--- config.mk ---
export PLATFORM = sky130hd
export DESIGN_NAME = spi_slave_regif
export DESIGN_NICKNAME = d
export VERILOG_FILES = /design/src/rtl/spi_regif_pkg.sv /design/src/rtl/spi_sync_edge.sv /design/src/rtl/spi_slave_regif.sv
export SDC_FILE = /design/constraint.sdc
export NUM_CORES = 1
export LEC_CHECK = 0
export ABC_AREA = 1
export ABC_CLOCK_PERIOD_IN_PS = 9200
export BUFFER_PORTS_ARGS = -buffer_cell sky130_fd_sc_hd__buf_4
export CAP_MARGIN = 20
export CORE_AREA = 4 4 187 189
export DETAILED_ROUTE_END_ITERATION = 16
export DIE_AREA = 0 0 191 193
export HOLD_SLACK_MARGIN = 0.1
export PLACE_DENSITY = 0.55
export SLEW_MARGIN = 30
export SYNTH_ARGS = -nofsm -noshare
export SYNTH_HDL_FRONTEND = slang
export SYNTH_HIERARCHICAL = 1
export SYNTH_SLANG_ARGS = --single-unit
--- constraint.sdc ---
create_clock -name sys_clk -period 9.2 [get_ports sys_clk]
set_clock_uncertainty 0.15 [all_clocks]
set_input_delay 0.92 -clock sys_clk [delete_from_list [all_inputs] [get_ports sys_clk]]
set_output_delay 0.92 -clock sys_clk [all_outputs]
set_load 0.01 [all_outputs]
--- src/rtl/spi_regif_pkg.sv ---
// rtl/spi_regif_pkg.sv - shared widths, command encodings and FSM states for the SPI register slave
package spi_regif_pkg;

    localparam int CMD_WIDTH  = 5;
    localparam int ADDR_WIDTH = 4;
    localparam int DATA_WIDTH = 11;
    localparam int FRAME_LEN  = CMD_WIDTH + DATA_WIDTH;

    // Leading frame bit: direction of the transfer
    localparam logic WRITE = 1'b0;
    localparam logic READ  = 1'b1;

    typedef enum logic [1:0] {
        ST_IDLE,
        ST_CMD,
        ST_DATA,
        ST_DONE
    } state_t;

endpackage

--- src/rtl/spi_sync_edge.sv ---
// rtl/spi_sync_edge.sv - two-flop synchronizer with rise/fall detect for one SPI pin
module spi_sync_edge #(
    parameter logic RST_VAL = 1'b0
) (
    input  logic clk,
    input  logic rst,
    input  logic din,
    output logic q,
    output logic rise,
    output logic fall
);

    logic meta;
    logic sync;
    logic sync_d;

    // Two-stage synchronizer plus one delayed copy for edge detection
    always_ff @(posedge clk or posedge rst) begin
        if (rst) begin
            meta   <= RST_VAL;
            sync   <= RST_VAL;
            sync_d <= RST_VAL;
        end else begin
            meta   <= din;
            sync   <= meta;
            sync_d <= sync;
        end
    end

    assign q    = sync;
    assign rise = sync & ~sync_d;
    assign fall = ~sync & sync_d;

endmodule

--- src/rtl/spi_slave_regif.sv ---
// rtl/spi_slave_regif.sv - SPI mode-0 slave giving read/write access to a small register file
module spi_slave_regif
    import spi_regif_pkg::*;
#(
    parameter int CMD_WIDTH  = spi_regif_pkg::CMD_WIDTH,
    parameter int ADDR_WIDTH = spi_regif_pkg::ADDR_WIDTH,
    parameter int DATA_WIDTH = spi_regif_pkg::DATA_WIDTH
) (
    input  logic                  sys_clk,
    input  logic                  sys_rst,
    input  logic                  spi_cs_n,
    input  logic                  spi_sclk,
    input  logic                  spi_mosi,
    output logic                  spi_miso,
    output logic                  spi_miso_oe,
    output logic                  reg_wr,
    output logic [ADDR_WIDTH-1:0] reg_waddr,
    output logic [DATA_WIDTH-1:0] reg_wdata,
    input  logic [ADDR_WIDTH-1:0] cfg_raddr,
    output logic [DATA_WIDTH-1:0] cfg_rdata,
    output logic                  frame_err
);

    localparam int FRAME_BITS = CMD_WIDTH + DATA_WIDTH;
    localparam int CNT_W      = $clog2(FRAME_BITS + 1);
    localparam int NREGS      = 1 << ADDR_WIDTH;

    localparam logic [CNT_W-1:0] CNT_CMD_LAST   = CNT_W'(CMD_WIDTH - 1);
    localparam logic [CNT_W-1:0] CNT_FRAME_LAST = CNT_W'(FRAME_BITS - 1);
    localparam logic [CNT_W-1:0] CNT_FULL       = CNT_W'(FRAME_BITS);

    logic cs_s, cs_rise, cs_fall_raw, cs_fall;
    logic sclk_s, sclk_rise, sclk_fall;
    logic mosi_s, mosi_rise, mosi_fall;
    logic unused_sync;

    state_t state;
    state_t state_nxt;

    logic [CNT_W-1:0]      bit_cnt;
    logic [FRAME_BITS-2:0] rx_shift;
    logic [DATA_WIDTH-1:0] tx_shift;
    logic [DATA_WIDTH-1:0] regs [NREGS];
    logic                  load_pend;
    logic                  is_read;
    logic                  miso_q;
    logic [1:0]            sync_vld;
    logic                  armed;

    logic in_frame;
    logic shift_en;
    logic cmd_done;
    logic frame_done;
    logic abort;
    logic commit_wr;

    spi_sync_edge #(.RST_VAL(1'b1)) u_sync_cs (
        .clk  (sys_clk),
        .rst  (sys_rst),
        .din  (spi_cs_n),
        .q    (cs_s),
        .rise (cs_rise),
        .fall (cs_fall_raw)
    );

    spi_sync_edge #(.RST_VAL(1'b0)) u_sync_sclk (
        .clk  (sys_clk),
        .rst  (sys_rst),
        .din  (spi_sclk),
        .q    (sclk_s),
        .rise (sclk_rise),
        .fall (sclk_fall)
    );

    spi_sync_edge #(.RST_VAL(1'b0)) u_sync_mosi (
        .clk  (sys_clk),
        .rst  (sys_rst),
        .din  (spi_mosi),
        .q    (mosi_s),
        .rise (mosi_rise),
        .fall (mosi_fall)
    );

    assign unused_sync = &{1'b0, sclk_s, mosi_rise, mosi_fall};

    // Arm only after a genuine high CS sample so a CS held low through reset cannot start a frame
    always_ff @(posedge sys_clk or posedge sys_rst) begin
        if (sys_rst) begin
            sync_vld <= '0;
            armed    <= 1'b0;
        end else begin
            sync_vld <= {sync_vld[0], 1'b1};
            if (sync_vld[1] && cs_s) begin
                armed <= 1'b1;
            end
        end
    end

    assign cs_fall     = cs_fall_raw & armed;
    assign spi_miso_oe = ~cs_s;

    // FSM state register
    always_ff @(posedge sys_clk or posedge sys_rst) begin
        if (sys_rst) begin
            state <= ST_IDLE;
        end else begin
            state <= state_nxt;
        end
    end

    // FSM next-state: CS rise always returns to idle
    always_comb begin
        state_nxt = state;
        case (state)
            ST_IDLE: if (cs_fall) state_nxt = ST_CMD;
            ST_CMD: begin
                if (cs_rise)       state_nxt = ST_IDLE;
                else if (cmd_done) state_nxt = ST_DATA;
            end
            ST_DATA: begin
                if (cs_rise)         state_nxt = ST_IDLE;
                else if (frame_done) state_nxt = ST_DONE;
            end
            ST_DONE: if (cs_rise) state_nxt = ST_IDLE;
            default: state_nxt = ST_IDLE;
        endcase
    end

    // FSM outputs: per-cycle strobes steering the datapath
    always_comb begin
        in_frame   = (state == ST_CMD) || (state == ST_DATA);
        shift_en   = in_frame && sclk_rise && !cs_rise;
        cmd_done   = (state == ST_CMD) && shift_en && (bit_cnt == CNT_CMD_LAST);
        frame_done = (state == ST_DATA) && shift_en && (bit_cnt == CNT_FRAME_LAST);
        abort      = in_frame && cs_rise && (bit_cnt != '0);
        commit_wr  = frame_done && (rx_shift[FRAME_BITS-2] == WRITE);
    end

    // Receive path: MOSI sampled on each SCLK rise, counter saturates at a full frame
    always_ff @(posedge sys_clk or posedge sys_rst) begin
        if (sys_rst) begin
            bit_cnt  <= '0;
            rx_shift <= '0;
        end else if (cs_fall) begin
            bit_cnt  <= '0;
            rx_shift <= '0;
        end else if (shift_en) begin
            rx_shift <= {rx_shift[FRAME_BITS-3:0], mosi_s};
            if (bit_cnt != CNT_FULL) begin
                bit_cnt <= bit_cnt + 1'b1;
            end
        end
    end

    // Transmit path: load read data after the command, shift out on SCLK falls during DATA only
    always_ff @(posedge sys_clk or posedge sys_rst) begin
        if (sys_rst) begin
            load_pend <= 1'b0;
            is_read   <= 1'b0;
            tx_shift  <= '0;
            miso_q    <= 1'b0;
        end else if (cs_fall) begin
            load_pend <= 1'b0;
            is_read   <= 1'b0;
            tx_shift  <= '0;
            miso_q    <= 1'b0;
        end else begin
            load_pend <= cmd_done;
            if (load_pend) begin
                is_read <= (rx_shift[CMD_WIDTH-1] == READ);
                if (rx_shift[CMD_WIDTH-1] == READ) begin
                    tx_shift <= regs[rx_shift[ADDR_WIDTH-1:0]];
                end
            end
            if ((state != ST_DATA) || !is_read) begin
                miso_q <= 1'b0;
            end else if (sclk_fall) begin
                miso_q   <= tx_shift[DATA_WIDTH-1];
                tx_shift <= {tx_shift[DATA_WIDTH-2:0], 1'b0};
            end
        end
    end

    assign spi_miso = miso_q;

    // Write commit strobe and short-frame error pulse
    always_ff @(posedge sys_clk or posedge sys_rst) begin
        if (sys_rst) begin
            reg_wr    <= 1'b0;
            reg_waddr <= '0;
            reg_wdata <= '0;
            frame_err <= 1'b0;
        end else begin
            reg_wr    <= commit_wr;
            frame_err <= abort;
            if (commit_wr) begin
                reg_waddr <= rx_shift[FRAME_BITS-3 -: ADDR_WIDTH];
                reg_wdata <= {rx_shift[DATA_WIDTH-2:0], mosi_s};
            end
        end
    end

    // Register file updates in the strobe cycle, so a same-cycle core read still sees the old value
    always_ff @(posedge sys_clk or posedge sys_rst) begin
        if (sys_rst) begin
            for (int i = 0; i < NREGS; i++) begin
                regs[i] <= '0;
            end
        end else if (reg_wr) begin
            regs[reg_waddr] <= reg_wdata;
        end
    end

    assign cfg_rdata = regs[cfg_raddr];

endmodule

Word level (Yosys, flattened, before mapping)
Cells that the tools add are included.
{"block": "word_totals", "register_bits": 240, "output_inout_bits": 30}
{"block": "classes", "addsub": 1, "order_cmp": 4, "n_eq_ne": 11, "n_mux": 32, "n_bitwise": 13, "reduce_logical": 23}
{"op": "$bwmux W176", "n": 1}
{"op": "$mux W11", "n": 10}
{"op": "$bmux W11 S4", "n": 2}
{"op": "$demux W11 S4", "n": 1}
{"op": "$mux W15", "n": 2}
{"op": "$ge A5 B5 Y1 const B", "n": 3}
{"op": "$mux W5", "n": 3}
{"op": "$not A4 Y5", "n": 3}
{"op": "$mux W2", "n": 6}
{"op": "$logic_and A1 B1 Y1", "n": 11}
{"op": "$pmux W2 S4", "n": 1}
{"op": "$mux W1", "n": 6}
{"op": "$ne A2 B2 Y1 const B", "n": 3}
{"op": "$ne A3 B3 Y1 const B", "n": 2}
{"op": "$reduce_bool A2 Y1", "n": 3}
{"op": "$add A5 B1 Y5 const B", "n": 1}
{"op": "$and A1 B1 Y1", "n": 5}
{"op": "$eq A5 B3 Y1 const B", "n": 1}
{"op": "$eq A5 B4 Y1 const B", "n": 1}
{"op": "$lt A5 B1 Y1 const B", "n": 1}
{"op": "$ne A5 B5 Y1 const B", "n": 1}
{"op": "$not A1 Y1", "n": 5}
{"op": "$reduce_bool A5 Y1", "n": 1}
{"op": "$eq A2 B2 Y1 const B", "n": 2}
{"op": "7 further kinds", "n": 9}

Depth between registers and ports, before layout
{"block": "logic_depth", "word_depth": 9, "depth_mapped": 10, "mapped_depth_nobuf": 10}

Modules after synthesis
The synthesis kept the hierarchy.
{"module": "spi_slave_regif", "instances": 1, "cells_each": 1718, "area_per_inst_um2": 12538.3}
{"module": "spi_sync_edge at u_sync_mosi ...", "instances": 2, "cells_each": 8, "area_per_inst_um2": 93.8}
{"module": "spi_sync_edge at u_sync_cs", "instances": 1, "cells_each": 8, "area_per_inst_um2": 97.6}

Least setup slack after synthesis
OpenSTA, ideal clock, no wires.
{"block": "synth_path", "path_type": "input-to-output", "from": "input port cfg_raddr[1]", "to": "output port cfg_rdata[6]", "arrival_ns": 1.785, "required_time_ns": 8.130, "setup_slack_ns": 6.345, "stages": 7, "path_cell_list": "buf_2 buf_2 buf_2 o211ai_1 nand3_1 o211ai_1 nand2_1"}
{"block": "synth_via", "elab_chain_len": 4}
{"element": "from (decl)", "line_no": "spi_slave_regif.sv:19", "source": "input logic [ADDR_WIDTH-1:0] cfg_raddr,"}
{"element": "$not A4 Y5 (implied by the code)", "line_no": "spi_slave_regif.sv:214", "source": "assign cfg_rdata = regs[cfg_raddr];"}
{"element": "$bmux W11 S4", "line_no": "spi_slave_regif.sv:214"}
{"element": "$mux W11 (implied by the code) (2 in series)", "line_no": "spi_slave_regif.sv:214"}
{"element": "to (decl)", "line_no": "spi_slave_regif.sv:20", "source": "output logic [DATA_WIDTH-1:0] cfg_rdata,"}
Every way passes these cells. The select of a mux whose other input is x is not followed.

Final worst setup path
{"block": "layout_path", "from": "input port cfg_raddr[0]", "to": "output port cfg_rdata[2]"}
Same word-level chain as after synthesis.

==> metrics.md <==
| Metric | Value |
|---|---|
| Status | finished, final reports clean |
| Final WL | slightly below 40000 um |
| Iteration-0 DRC Markers | 931 |
| Cells after synthesis | 1737 |
| Fillers | 3385 |
| CP max stage delay | between 0.8 and 0.9 ns |
| Number of diodes | 0 |
| Rows | 67 |
| Fmax | 235 MHz |
| I/O pins | 39 |
| Initial antenna violation count | 0 |
| PwrDens | just under 200 nW/um^2 |
| Die height | slightly below 200 um |
| Die ar. | approximately 37000 sq um |
| Sequential power share | 0.399 |
| Drt wl/cell | roughly 18 um |
| CP startpoint kind | primary input |
| NetSw | approximately 0.00077 W |
| H-tree depth | 1 |
| Synthesized area per cell | approximately 7.4 sq um |
| Synthesized Nets | 1754 |
| Placed cells | around 2100 |
| Total gr overflow | 0 |
| First-pass GRT wire length | roughly 62000 um |
| Initial core utilization | 0.384 |
| Period utilization | 0.463 |
| Max VDD drop | between 100 and 150 uV |
| Area grow syn2layout | 11.4% |
| Final setup vio count | 0 |
| Pre-Repair DR Iteration Count | 5 |
| RR Startpoint | rx_shift[0] |
| CTS tree | built |
| Hold Vio Cnt, Final | 0 |
| Final min period | ~4.3 ns |
| CP cell instances | buf_4 > buf_4 > a21oi_1 > o21ai_0 > nand2_1 > o211ai_1 > nand2_1 > buf_4 |
| Static leakage | between 6 and 7 nW |
| Drt drc | 0 |
| Data required, critical path | ~8.1 ns |
| Crit Path Category | in2out |
| CP most frequent cell | buf_4 |
| Layout Cells excl Fill | 2161 |
| Vias | around 11000 |
| DRT antenna net count | 0 |
| RSZ-0062 raised after global routing | false |
| PostCTS Resize Cnt | 0 |
| Worst min path class | reg2reg |
| Share of total power in the clock network | 0.449 |
| Via-per-instance ratio | ~5 |
| Sw Share | 0.280 |
| Maximum buffer depth of the clock tree | 3 |
| Fin. max-slew vios | 0 |
| Vias in the first global route | 10900 |
| All-Layer GR Usage | 0.212 |
| Critical path endpoint category | output pin |
| CP max-delay cell | buf_4 |
| Relative slew slack | 0.364 |
| Launch point of the worst path | cfg_raddr[0] |
| Yosys Warn Count | 6 |
| CTS Sinks | 240 |
| Crit-path max FO | approximately 110 |
| CTS root buf | clkbuf_16 |
| Placeable Area | 33300 sq um |
| Num CTS Buffers | 28 |
| Hold_sp | sync_vld[0] |
| Mapped cell area | 12800 sq um |
| Largest net degree at the start of global routing | roughly 110 |
| DIE WIDTH | roughly 190 um |
| Max-cap violations | 0 |
| Arrival @ worst endpoint | 3.19 ns |
| Comb power frac | 0.151 |
| Final TNS setup | 0 ns |
| Layout cells sized above 1 | 0.0736 |
| Worst slew pin tran | approximately 0.95 ns |
| PortBufs | 38 |
| Int Pwr | between 0.0015 and 0.002 W |
| Nets | approximately 1700 |
| Post-CTS Setup Inserts | 0 |
| DPL Wire Length | 23600 um |
| Reg clk slew, reported paths | around 0.060 ns |
| Final GP Congestion | ~0.83 |
| Clk Latency, worst-skew pair | 0.55 ns |
==> timing repair <==
action                                 in CTS  in global routing
endpoints found under the hold margin       2                  0
setup endpoints to repair                   0                  0
hold buffers                                1                  0
==> power by group through the flow <==
| stage | registers (W) | logic [W] | clock network [W] |
|---|---|---|---|
| global route | 0.00110 | 0.000477 | 0.00131 |
| finish | 0.00110 | 0.000415 | 0.00123 |
| CTS | 0.00110 | 0.000418 | 0.00126 |
| floorplan | 0.00110 | 0.000326 | 0 |
| global placement | 0.00111 | 0.000410 | 0 |
| detailed placement | 0.00111 | 0.000416 | 0 |
==> sequential cells by signal, indices dropped and copies added, names as in the netlist <==
signal / count
reg_waddr: 4
bit_cnt: 5
sync_vld: 2
armed: 1
state: 2
reg_wdata: 11
u_sync_mosi/q: 1
regs: 176
is_read: 1
tx_shift: 11
rx_shift: 15
u_sync_cs/meta: 1
u_sync_mosi/meta: 1
u_sync_cs/sync_d: 1
reg_wr: 1
load_pend: 1
spi_miso: 1
u_sync_sclk/sync_d: 1
frame_err: 1
u_sync_sclk/meta: 1
u_sync_sclk/q: 1
u_sync_cs/q: 1
==> per-stage QoR <==
step	worst slack [ns]	hold slack [ns]	area [sq um]	total power [W]	utilization
2_1_floorplan	1.77	0.181	12800	0.00142	-
3_3_place_gp	5.00	0.181	13200	0.00152	0.396
3_5_place_dp	4.99	0.192	13200	0.00153	0.396
4_1_cts	4.99	0.206	14200	0.00277	0.427
5_1_grt	4.73	0.212	14200	0.00288	0.428
6_report	4.94	0.202	14200	0.00274	0.428
==> routing by layer <==
metal	share of wire	wire length, um	track usage
met5	0	0	0
met4	0.032	1250	0.0693
met3	0.046	1770	0.0241
met2	0.47	18200	0.358
met1	0.45	17300	0.287
==> layout make-up <==
cell class                      instances  area, sq um  share of cell area
Sequential cell                       240         6010               0.422
Multi-Input combinational cell       1149         5400               0.379
Clock buffer                           40          847              0.0595
Inverter                              223          845              0.0593
Tap cell                              448          561              0.0394
Timing Repair Buffer                   50          389              0.0273
Clock inverter                         11          185              0.0130
==> cell usage in the layout (no fill, tap or decap), types with 4 or more instances in the layout <==
cell type	count
nand2_1	478
o21ai_0	250
dfrtp_1	235
inv_1	213
nand3_1	181
a21oi_1	72
nor2_1	59
o211ai_1	50
buf_4	46
clkbuf_16	29
o21ai_1	17
a22oi_1	13
inv_2	9
ha_1	8
clkbuf_8	8
bufinv_16	5
clkinv_2	4
==> worst paths after layout <==
check	slack (ns)	to	cells past startpoint
hold reg to reg	0.20	sync_vld[1]	0
min in group asynchronous	0.68	u_sync_mosi/q	3
setup / recovery	4.94	cfg_rdata[2]	8
hold / removal	0.20	sync_vld[1]	0
max in group asynchronous	6.88	regs[47]	4
setup reg to reg	6.44	tx_shift[7]	9
==> critical path: cells and delay by family <==
family                 cells  cell delay, ns
AOI/OAI and AO/OA          3            0.42
buffers and inverters      3            1.54
and+or+nand+nor            2            0.22
(Power assumes the default switching activity.)
